<file path="config.mk">
export PLATFORM = sky130hd
export DESIGN_NAME = pearson_hash_stream
export DESIGN_NICKNAME = d
export VERILOG_FILES = /design/src/rtl/pearson_pkg.sv /design/src/rtl/pearson_lane.sv /design/src/rtl/pearson_hash_stream.sv
export SDC_FILE = /design/constraint.sdc
export NUM_CORES = 1
export LEC_CHECK = 0
export ABC_CLOCK_PERIOD_IN_PS = 3370
export CAP_MARGIN = 20
export CELL_PAD_IN_SITES_DETAIL_PLACEMENT = 1
export CELL_PAD_IN_SITES_GLOBAL_PLACEMENT = 2
export CORE_MARGIN = 2
export CORE_UTILIZATION = 29
export DETAILED_ROUTE_END_ITERATION = 6
export PLACE_DENSITY_LB_ADDON = 0.1
export SLEW_MARGIN = 10
export SYNTH_ARGS = -nofsm -noshare
export SYNTH_HDL_FRONTEND = slang
export SYNTH_SLANG_ARGS = --single-unit
</file>
<file path="constraint.sdc">
create_clock -name clock -period 3.37 [get_ports clock]
set_input_delay 0.5055 -clock clock [delete_from_list [all_inputs] [get_ports clock]]
set_output_delay 0.5055 -clock clock [all_outputs]
set_load 0.05 [all_outputs]
</file>
<file path="src/rtl/pearson_pkg.sv">
// Shared types and the default Pearson permutation T[x] = (167*x + 13) mod 256.
package pearson_pkg;

    typedef logic [7:0] lane_t;

    typedef enum logic [1:0] {
        ST_IDLE,
        ST_RUN,
        ST_DONE
    } state_t;

    function automatic logic [2047:0] pearson_build_tbl();
        logic [2047:0] t;
        t = '0;
        for (int x = 0; x < 256; x++) begin
            t[8*x +: 8] = 8'((167 * x + 13) % 256);
        end
        return t;
    endfunction

    localparam logic [2047:0] PEARSON_DEFAULT_TABLE = pearson_build_tbl();

endpackage

</file>
<file path="src/rtl/pearson_lane.sv">
// One Pearson lane: seed select, lookup address and the running hash byte.
module pearson_lane
    import pearson_pkg::*;
#(
    parameter int LANE = 0
) (
    input  logic  clock,
    input  logic  reset_n,
    input  logic  step,
    input  logic  first,
    input  lane_t cur,
    output lane_t lookup_addr,
    input  lane_t lookup_data,
    output lane_t h
);

    // First byte is offset by the lane index so lanes diverge.
    always_comb begin
        lookup_addr = first ? (cur + lane_t'(LANE)) : (h ^ cur);
    end

    always_ff @(posedge clock) begin
        if (!reset_n) begin
            h <= '0;
        end else if (step) begin
            h <= lookup_data;
        end
    end

endmodule

</file>
<file path="src/rtl/pearson_hash_stream.sv">
// Byte-serial multi-lane Pearson hash with valid/ready on both sides.
// Define PEARSON_TABLE_LOAD_EN for a writable table (tbl_* ports).
module pearson_hash_stream
    import pearson_pkg::*;
#(
    parameter int MSG_BYTES  = 4,
    parameter int HASH_BYTES = 2
) (
    input  logic                    clock,
    input  logic                    reset_n,
    input  logic                    in_valid,
    output logic                    in_ready,
    input  logic [8*MSG_BYTES-1:0]  message,
    output logic                    hash_valid,
    input  logic                    hash_ready,
`ifdef PEARSON_TABLE_LOAD_EN
    output logic [8*HASH_BYTES-1:0] hash,
    input  logic                    tbl_we,
    input  logic [7:0]              tbl_addr,
    input  logic [7:0]              tbl_data
`else
    output logic [8*HASH_BYTES-1:0] hash
`endif
);

    localparam int CW = (MSG_BYTES > 1) ? $clog2(MSG_BYTES) : 1;

    state_t                    state;
    logic [CW-1:0]             cnt;
    logic [8*MSG_BYTES-1:0]    msg;
    lane_t                     cur;
    logic                      accept;
    logic                      step;
    logic                      first;
    logic                      last;
    lane_t                     addr [HASH_BYTES];
    lane_t                     data [HASH_BYTES];
    lane_t                     h    [HASH_BYTES];
    logic [8*HASH_BYTES-1:0]   lanes;

    assign accept = in_valid && in_ready;
    assign step   = (state == ST_RUN);
    assign first  = (cnt == '0);
    assign last   = (cnt == CW'(MSG_BYTES - 1));
    assign cur    = msg[{cnt, 3'b000} +: 8];

    always_ff @(posedge clock) begin
        if (!reset_n) begin
            state      <= ST_IDLE;
            cnt        <= '0;
            msg        <= '0;
            in_ready   <= 1'b1;
            hash_valid <= 1'b0;
        end else begin
            unique case (state)
                ST_IDLE: begin
                    if (accept) begin
                        msg      <= message;
                        cnt      <= '0;
                        in_ready <= 1'b0;
                        state    <= ST_RUN;
                    end
                end
                ST_RUN: begin
                    if (last) begin
                        cnt        <= '0;
                        hash_valid <= 1'b1;
                        state      <= ST_DONE;
                    end else begin
                        cnt <= cnt + 1'b1;
                    end
                end
                ST_DONE: begin
                    // Return to IDLE only; accepting resumes a cycle later.
                    if (hash_ready) begin
                        hash_valid <= 1'b0;
                        in_ready   <= 1'b1;
                        state      <= ST_IDLE;
                    end
                end
                default: begin
                    state <= ST_IDLE;
                end
            endcase
        end
    end

`ifdef PEARSON_TABLE_LOAD_EN
    lane_t tbl [256];
    logic  tbl_wr;

    assign tbl_wr = tbl_we && (state == ST_IDLE) && !accept;

    always_ff @(posedge clock) begin
        if (!reset_n) begin
            for (int i = 0; i < 256; i++) begin
                tbl[i] <= PEARSON_DEFAULT_TABLE[8*i +: 8];
            end
        end else if (tbl_wr) begin
            tbl[tbl_addr] <= tbl_data;
        end
    end
`endif

    for (genvar j = 0; j < HASH_BYTES; j++) begin : g_lane
        pearson_lane #(
            .LANE(j)
        ) u_lane (
            .clock       (clock),
            .reset_n     (reset_n),
            .step        (step),
            .first       (first),
            .cur         (cur),
            .lookup_addr (addr[j]),
            .lookup_data (data[j]),
            .h           (h[j])
        );
`ifdef PEARSON_TABLE_LOAD_EN
        assign data[j] = tbl[addr[j]];
`else
        assign data[j] = PEARSON_DEFAULT_TABLE[{addr[j], 3'b000} +: 8];
`endif
        assign lanes[8*j +: 8] = h[j];
    end

    assign hash = hash_valid ? lanes : '0;

endmodule

</file>
==> impl_metrics.toml, run 1 <==
[cts]
holdBufCountCts = 0
clk_pin_slew_worst_paths_ps = 80
tritoncts = "built"
numCtsBuffers = 5
insertion_delay_ps = 300
clock_sinks = 54
cts_max_level = 2
cts-root-buf = "clkbuf_16"
cts_max_path_buffers = 2

[die]
die_area_mm2 = 0.0170
initial_core_util = 0.294
io_pins = 54
die_x_um = 131
coreArea_mm2 = 0.0158
fp.dieH_um = 131
rows = 46

[sta]
period_share = 0.970
min_period_ps = 3270
finClkSkew_ps = 3.75
slew_viol_final = 0
setup_viol = 0
fmax_ghz = 0.306
setup_tns_ps = 0
rsz0062_at_grt = "yes"
worst_pin_slew_ps = 861
finalWorstSetupSlack_ps = 102
hold_viol = 0
holdWs_ps = 462
relSlewSlack = 0.426

[worst_setup_path]
startpoint_type = "flip-flop"
arrival_ps = 3460
critPathMaxFanout = 5
required_ps = 3560
worst-setup-path-type = "flip-flop to flip-flop"
reg2reg_slack_ps = 100
startpoint = "cnt[0]$_SDFFE_PN0P_"
reg2reg_depth = 12
critPathCaptureType = "flip-flop"
r2r-start = "cnt[0]$_SDFFE_PN0P_"
cp-endpoint = "g_lane[1].u_lane.h[7]$_SDFFE_PN0P_"
r2r-end = "g_lane[1].u_lane.h[7]$_SDFFE_PN0P_"

[finish]
final_common_cell = "nand2_1"
diodes = 0
syn_to_final_growth_pct = 27.6
drive_gt1_frac = 0.159
nFillCells = 1940
final_nets = 725
final_cell_mix = "106 x nand2_1, 57 x buf_4, 53 x dfxtp_1, 53 x clkdlybuf4s50_1, 39 x nor2_1"

[place]
hpwl_mm = 12.1
place.gp.congestion = 0.892
dp_slack_ps = -25.0
portBuffers = 53

[grt]
grt.overflow.total = 0
antenna_found_initial = 0
grt_pass1_wl_mm = 25.7
grtUsageTotal = 0.191
grt_pass1_vias = 4819
grt_start_max_net_pins = 35

[logic_synthesis]
syn_area_mm2 = 0.00464
syn-num-nets = 654
synth.avg_cell_area_um2 = 7.74
seq_area_frac_synth = 0.233
yosysTopAreaCell = "dfxtp_1"
ys_async_sr_fraction = 0
syn_inst = 600
synth_edf_count = 0
synth_area_leaders = "dfxtp_1 23%, nand2_1 8.6%, a21boi_0 6.1%, ha_1 4.9%, mux4_2 4.9%"
synth.top_cell.area_share = 0.233
synth_ff_type = "dfxtp_1"
ys_ff_latch = 54
synth_cell_types = 62
yosysWarnings = 0

[routing]
drtAntennaViolNets = 0
first_pass_iters = 4
routed_wl_mm = 15.6
drc_errors = 0
num_vias = 4648
drt-initial-drc-count = 319
wl_per_cell_um = 17.6
routed_via_density = 5.23

[min_path]
hold_path.class = "flip-flop to flip-flop"

[status]
status = "complete, no violations"

[power]
ir_drop_v = 0.000238
p_leak_nw = 2.19
powerDensity_mw_per_mm2 = 429

[job]
maxCapViolCount = 0
==> per-stage QoR <==
step | instance area (µm²) | util | power [mW] | std cells
2_1_floorplan | 4650 | - | 1.50 | 600
3_3_place_gp | 5690 | 0.361 | 1.90 | 880
3_5_place_dp | 5690 | 0.361 | 1.91 | 880
4_1_cts | 5860 | 0.372 | 2.54 | 888
5_1_grt | 5920 | 0.376 | 2.72 | 888
6_report | 5920 | 0.376 | 2.54 | 888
==> timing repair <==
action,in CTS,in global routing
buffers inserted,0,0
resized for setup,2,13
endpoints found under the setup margin,2,4
hold endpoints to repair,0,0
==> worst min-delay path by stage <==
stage                          from                    to  slack, ps  depth (start not counted)
2_1_floorplan  msg[14]$_SDFFE_PN0P_  msg[14]$_SDFFE_PN0P_        440                          2
3_3_place_gp   msg[12]$_SDFFE_PN0P_  msg[12]$_SDFFE_PN0P_        450                          2
4_1_cts        msg[24]$_SDFFE_PN0P_  msg[24]$_SDFFE_PN0P_        470                          2
6_report       msg[24]$_SDFFE_PN0P_  msg[24]$_SDFFE_PN0P_        460                          2
5_1_grt        msg[27]$_SDFFE_PN0P_  msg[27]$_SDFFE_PN0P_        490                          2
3_5_place_dp   msg[24]$_SDFFE_PN0P_  msg[24]$_SDFFE_PN0P_        460                          2
==> state kept, by name, summed over array words and instances, names as in the netlist <==
signal and flops:
state 2, msg 32, hash_valid 1, in_ready 1
cnt 2, g_lane.u_lane.h 16
==> cells in the mapped netlist, drive strengths merged, types with 4 or more instances <==
master / number
a31oi: 6
nand3: 15
nand2: 106
ha: 18
o31a: 4
xnor2: 20
nor2: 43
clkbuf: 28
o21ai: 33
mux2i: 8
o211a: 5
and2: 23
inv: 19
a21oi: 29
xor2: 9
nor3: 14
mux4: 11
a311oi: 8
a211oi: 13
a21boi: 38
dfxtp: 54
buf: 20
nand2b: 5
nor2b: 8
o211ai: 16
nand4: 4
==> power by group <==
| group | total [mW] | internal, mW | switching [mW] |
|---|---|---|---|
| sequential | 0.725 | 0.688 | 0.0366 |
| combinational | 1.20 | 0.507 | 0.697 |
| clock | 0.611 | 0.352 | 0.259 |
==> worst max-delay path, stage by stage (launching register included) <==
cell and delay [ps]:
dfxtp_2 410, mux4_2 580, ha_1 330, nor2_1 160, a21oi_2 70, ha_1 370, inv_1 180, nor2_1 110
o21ai_0 310, a21oi_1 110, nor3_1 180, o31ai_1 100, o211a_1 240
==> cell families after synthesis <==
kind of cell    Yosys count  share of synthesized area
mux                      19                     0.0714
compound gates          181                      0.281
simple gates            232                      0.230
buf+inv                  67                     0.0647
xor+xnor                 29                     0.0717
flops                    54                      0.233
fa+ha+maj                18                     0.0485
==> routing by layer <==
| layer | vias up | part of all wire | wire length, µm | global-route usage |
|---|---|---|---|---|
| met3 | 19 | 0.030 | 470 | 0.0252 |
| met1 | 2272 | 0.48 | 7480 | 0.264 |
| met2 | 90 | 0.47 | 7410 | 0.314 |
| met4 | 0 | 0.016 | 257 | 0.0513 |
| li1 | 2267 | - | - | - |
| met5 | - | 0 | 0 | 0 |
==> cell type report <==
cell class | count | area, µm² | area share
multi-input cells | 479 | 3340 | 0.564
flip-flops and latches | 54 | 1080 | 0.183
repair buffers | 112 | 990 | 0.167
well taps | 216 | 270 | 0.0456
clock buffers | 6 | 129 | 0.0218
inverters | 19 | 71.3 | 0.0120
clock inverters | 2 | 37.5 | 0.00634
(Power assumes the default switching activity.)
==> inputs of run 2 (changes only) <==
--- a/config.mk
+++ b/config.mk
@@ -11,6 +11,7 @@
 export CELL_PAD_IN_SITES_GLOBAL_PLACEMENT = 2
 export CORE_MARGIN = 2
 export CORE_UTILIZATION = 29
+export CTS_CLUSTER_SIZE = 24
 export DETAILED_ROUTE_END_ITERATION = 6
 export PLACE_DENSITY_LB_ADDON = 0.1
 export SLEW_MARGIN = 10
==> results of run 2 <==
Same layout as run 1: the final DEF is identical, and so are final timing and power.
==> inputs of run 3 (changes only) <==
--- a/config.mk
+++ b/config.mk
@@ -14,6 +14,7 @@
 export CTS_CLUSTER_SIZE = 24
 export DETAILED_ROUTE_END_ITERATION = 6
 export PLACE_DENSITY_LB_ADDON = 0.1
+export SETUP_SLACK_MARGIN = 0.1
 export SLEW_MARGIN = 10
 export SYNTH_ARGS = -nofsm -noshare
 export SYNTH_HDL_FRONTEND = slang
==> run 3 against run 2 <==
Register-to-register slack better by 130 ps. Clock power is 10% lower. Worst hold slack improved by 5.8 ps. Global-route usage about the same. Via count shrank 0.80%. Power is 1.1% lower. Final area is 0.80% higher. Sequential share of layout area decreased by 0.083 points. Combinational power is 3% higher.
==> impl_metrics.toml, run 3 (synthesis results as in run 1) <==
[worst_setup_path]
cpMaxStageDelayCell = "mux4_2"
r2r-end = "g_lane[1].u_lane.h[7]$_SDFFE_PN0P_"
reg2reg_depth = 12
cp_num_buf_inv = 3
r2r-start = "cnt[0]$_SDFFE_PN0P_"
crit_top_cell = "buf_4"
cp-endpoint = "g_lane[1].u_lane.h[7]$_SDFFE_PN0P_"
required_ps = 3630
critPathCaptureType = "flip-flop"
critical_path.max_stage_delay_ps = 570
startpoint_type = "flip-flop"
critical-path-top-delay-family = "compound AO/OA/AOI/OAI gates"
cp_num_cells = 12
cp_cell_sequence = "mux4_2 -> buf_4 -> xnor2_1 -> buf_4 -> inv_1 -> ha_1 -> nor2_1 -> nor3_1 -> a311oi_1 -> o211ai_1 -> nand3_1 -> o211a_1"
critPathMaxFanout = 7
reg2reg_slack_ps = 230
startpoint = "cnt[0]$_SDFFE_PN0P_"
arrival_ps = 3400
worst-setup-path-type = "flip-flop to flip-flop"

[sta]
worst_pin_slew_ps = 764
rsz0062_at_grt = "yes"
setup_tns_ps = 0
finalWorstSetupSlack_ps = 232
finClkSkew_ps = 6.90
holdWs_ps = 468
hold_viol = 0
slew_viol_final = 0
setup_viol = 0
min_period_ps = 3140
fmax_ghz = 0.319
period_share = 0.931
relSlewSlack = 0.487

[cts]
cts_max_path_buffers = 2
clock_sinks = 54
numCtsBuffers = 5
clk_pin_slew_worst_paths_ps = 80
cts_max_level = 2
cts-root-buf = "clkbuf_16"
insertion_delay_ps = 310
tritoncts = "built"

[grt]
grtUsageTotal = 0.191
grt_pass1_wl_mm = 25.5
grt_util_met2 = 0.321
grtUsageMet3 = 0.0257
grt_start_max_net_pins = 35
use_met1 = 0.258
antenna_found_initial = 0
grt_busiest_layer = "met2"
grt_pass1_vias = 4795
grt.overflow.total = 0

[power]
p_int_mw = 1.49
ir_drop_v = 0.000189
fin_total_pwr_mw = 2.51
p_seq_frac = 0.289
power_frac_clock = 0.218
power_frac_comb = 0.493
swShare = 0.406
p_leak_nw = 2.18
p_switching_mw = 1.02
powerDensity_mw_per_mm2 = 421

[routing]
num_vias = 4611
routed_via_density = 5.20
drc_errors = 0
routed_wl_mm = 15.8
drt-initial-drc-count = 199
wl_per_cell_um = 17.8
first_pass_iters = 4
drtAntennaViolNets = 0

[die]
die_x_um = 131
die_area_mm2 = 0.0170
fp.dieH_um = 131
io_pins = 54
rows = 46
initial_core_util = 0.294
coreArea_mm2 = 0.0158

[finish]
reg_top3 = "msg: 32 flops, g_lane.u_lane.h: 16 flops"
final_cell_mix = "106 x nand2_1, 54 x buf_4, 53 x clkdlybuf4s50_1, 52 x dfxtp_1"
final_common_cell = "nand2_1"
diodes = 0
final_nets = 724
top_register = "msg"
nFillCells = 1914
syn_to_final_growth_pct = 28.6
fin_area_mm2 = 0.00597
drive_gt1_frac = 0.172
largest_reg_flops = 32

[place]
dp_slack_ps = 23.9
portBuffers = 53
place.gp.congestion = 0.861
hpwl_mm = 12.1
place_area_mm2 = 0.00566

[min_path]
hold_path.class = "flip-flop to flip-flop"
min_path_cells = 2

[job]
maxCapViolCount = 0

[status]
status = "complete, no violations"
-- run 3: stage by stage --
step                utilization  instances
finish                    0.379        886
global route              0.379        886
CTS                       0.368        883
detailed placement        0.359        876
global placement          0.359        876
floorplan                     -        600
-- run 3: timing repair --
action,in CTS,in global routing
setup buffers,0,3
hold buffers,0,0
endpoints found under the setup margin,4,7
gates cloned,0,0
hold endpoints to repair,0,0
pin swaps,0,3
gates resized for setup,3,28
-- run 3: how the worst min path moves through the flow --
stage                         start                    to  slack (ps)
2_1_floorplan  msg[14]$_SDFFE_PN0P_  msg[14]$_SDFFE_PN0P_         440
3_3_place_gp   msg[30]$_SDFFE_PN0P_  msg[30]$_SDFFE_PN0P_         450
3_5_place_dp   msg[22]$_SDFFE_PN0P_  msg[22]$_SDFFE_PN0P_         460
4_1_cts        msg[22]$_SDFFE_PN0P_  msg[22]$_SDFFE_PN0P_         470
5_1_grt        msg[20]$_SDFFE_PN0P_  msg[20]$_SDFFE_PN0P_         490
6_report       msg[20]$_SDFFE_PN0P_  msg[20]$_SDFFE_PN0P_         470
-- run 3: per-layer routing --
| layer | part of all wire | up-vias |
|---|---|---|
| met1 | 0.47 | 2228 |
| met2 | 0.48 | 80 |
| met4 | 0.015 | 0 |
| met3 | 0.034 | 14 |
| li1 | - | 2289 |
| met5 | 0 | - |
-- run 3: worst min-delay path, cell delays in order (launching register included) --
cell and delay, ps:
dfxtp_1 310, nand2_1 50, a21boi_0 60
-- run 3: final cells by class --
cell class / instances / area, µm² / area share
Multi-Input combinational cell: 479 / 3410 / 0.571
Sequential cell: 54 / 1090 / 0.182
Timing Repair Buffer: 111 / 990 / 0.166
Tap cell: 216 / 270 / 0.0453
Clock buffer: 5 / 125 / 0.0210
Inverter: 19 / 73.8 / 0.0124
Clock inverter: 2 / 17.5 / 0.00293
-- run 3: power groups by stage --
stage                     combinational [mW]  clock, mW  sequential [mW]
after floorplan                        0.777          0            0.728
after global placement                  1.15          0            0.742
after detailed placement                1.16          0            0.742
after CTS                               1.17      0.571            0.727
after global routing                    1.36      0.597            0.734
final                                   1.24      0.547            0.726
==> RTL change: new RTL, flow settings as in run 2 <==
Re-encode `state_t` (3 states) as one-hot, 3 bits wide.
--- a/src/rtl/pearson_pkg.sv
+++ b/src/rtl/pearson_pkg.sv
@@ -3,10 +3,10 @@
 
     typedef logic [7:0] lane_t;
 
-    typedef enum logic [1:0] {
-        ST_IDLE,
-        ST_RUN,
-        ST_DONE
+    typedef enum logic [2:0] {
+        ST_IDLE = 3'b001,
+        ST_RUN  = 3'b010,
+        ST_DONE = 3'b100
     } state_t;
 
     function automatic logic [2047:0] pearson_build_tbl();
Check against the original RTL: no difference found for any inputs over 4 cycles, from zero or initial values and one cycle with reset_n low; so few cycles prove little.
==> RTL change against run 2 <==
- setup slack better by 0.0045 ns
- power decreased by 10%
- wire length is 23% higher
- sequential share of layout area shrank 0.55 points
- global-route usage is 2.4 points higher
- sequential cell count grew 1
- area after synthesis up 3.7%
- cell area increased by 5.0%
==> RTL change: results (changes against run 2) <==
* Met3 Routed Length at 696 um (+48%)
* DP HPWL at 14300 um (+18%)
* Largest net degree at the start of global routing at 50 (+43%)
* Largest class: multi-input combinational cells
* Met3 usage at 2.45% (-0.072 points)
* Via density at 5.59 (+6.8%)
* Grt met1 use at 30.1% (+3.6 points)
* Crit-path max FO at 14 (+9)
* Outcome: finished clean
* Clk_skew at 0.00932 ns (+0.00557 ns)
* Clock Latency Late Sink at 0.32 ns (+0.02 ns)
* Multi-input logic area at 0.00352 mm^2 (+5.4%)
* Inverters at 17 (-2)
* Clk cell area share at 2.55% (-0.25 points)
* Worst vdd ir at 0.000189 V (-20%)
* RePlAce Congestion at 0.946 (+6.1%)
* Gr usage total at 21.5% (+2.4 points)
* Sw frac at 39.3% (+0.19 points)
* #FFs+latches synth at 55 (+1.9%)
* Nonclk buf count at 125 (+12%)
* Routed wl met2 at 8990 um (+21%)
* Worst EP arrival at 3.48 ns (+0.02 ns)
* Metal-1 WL at 9210 um (+23%)
* First-pass GRT wire length at 30300 um (+18%)
* Vias in the first global route at 5471 (+14%)
* Leakage at 2.24 nW (+2.0%)
* Sequential-to-total area share from yosys stat at 22.9% (-0.43 points)
* Compound-Gate Fraction of Synth Area at 29.7% (+1.6 points)
* Layout Nets at 801 (+10%)
* WL/cell at 19.9 um (+13%)
* Biggest regs: msg: 32 flops, g_lane.u_lane.h: 16 flops, state: 3 flops
* Seq area share at 17.7% (-0.55 points)
* Yosys cell types at 67 (+8.1%)
* Horiz. Die Dim at 133 um (+1.8%)
* Share of cells above drive strength 1 at 16.1% (+0.16 points)
* XOR/XNOR Fraction of Synth Area at 4.86% (-2.3 points)
* Drt first pass iters at 5 (+1)
* Post-layout util at 37.9% (+0.35 points)
* Largest cells by area after synthesis: dfxtp_1 23%, nand2_1 9.4%, a21oi_1 7.4%
* Measured slew at the worst slew-check pin at 0.670 ns (-0.191 ns)
* Synth cell count leaders: 120 x nand2_1, 71 x a21oi_1, 55 x dfxtp_1, 50 x nor2_1, 41 x clkbuf_1
* DR iter-0 viols at 347 (+8.8%)
* Clk slew on worst S/H paths at 0.08 ns (about the same)
* Placed inst area at 0.00592 mm^2 (+4.0%)
* Net Count, Synth at 725 (+11%)
RTL change: cell count changes after synthesis, sizes merged, moves of 6 or more:
cell | run 2 | this run
a21oi | 29 | 71
a21boi | 38 | 0
nand2 | 106 | 120
clkbuf | 28 | 41
a211oi | 13 | 23
nor2 | 43 | 51
o211ai | 16 | 8
o22ai | 0 | 7
a31oi | 6 | 12
nor4 | 1 | 7
RTL change: final timing paths:
kind / to / slack, ns / startpoint / cells past startpoint
min: msg[13] / 0.46 / msg[13] / 2
min reg2reg: msg[13] / 0.46 / msg[13] / 2
max: g_lane[1].u_lane.h[6] / 0.11 / cnt[0] / 9
max reg2reg: g_lane[1].u_lane.h[6] / 0.11 / cnt[0] / 9
RTL change: stage by stage:
stage | std cells | setup slack (ns) | hold WS, ns
6_report | 966 | 0.107 | 0.458
2_1_floorplan | 669 | 0.0130 | 0.433
3_5_place_dp | 952 | -0.0139 | 0.447
5_1_grt | 966 | -0.00677 | 0.480
4_1_cts | 960 | -0.0259 | 0.459
3_3_place_gp | 952 | -0.0512 | 0.442
RTL change: worst max-delay path, cell delays in order, from the launching register on:
cell      delay, ns
dfxtp_2        0.39
buf_4          0.27
mux4_2         0.68
a21oi_1        0.34
a211o_1        0.52
buf_4          0.26
nand2_1        0.12
a211oi_1       0.24
nor3_1         0.08
a211oi_1       0.26
RTL change: power by group through the flow:
stage | combinational (mW) | clock, mW | sequential (mW)
5_1_grt | 1.06 | 0.632 | 0.721
4_1_cts | 0.940 | 0.615 | 0.716
3_5_place_dp | 0.930 | 0 | 0.731
2_1_floorplan | 0.584 | 0 | 0.725
6_report | 0.978 | 0.593 | 0.715
3_3_place_gp | 0.925 | 0 | 0.730
RTL change: repair_timing:
action	CTS	global route
setup endpoints to repair	3	6
pin swaps	0	1
resized for setup	3	20
buffers inserted	0	5
gates cloned	0	1
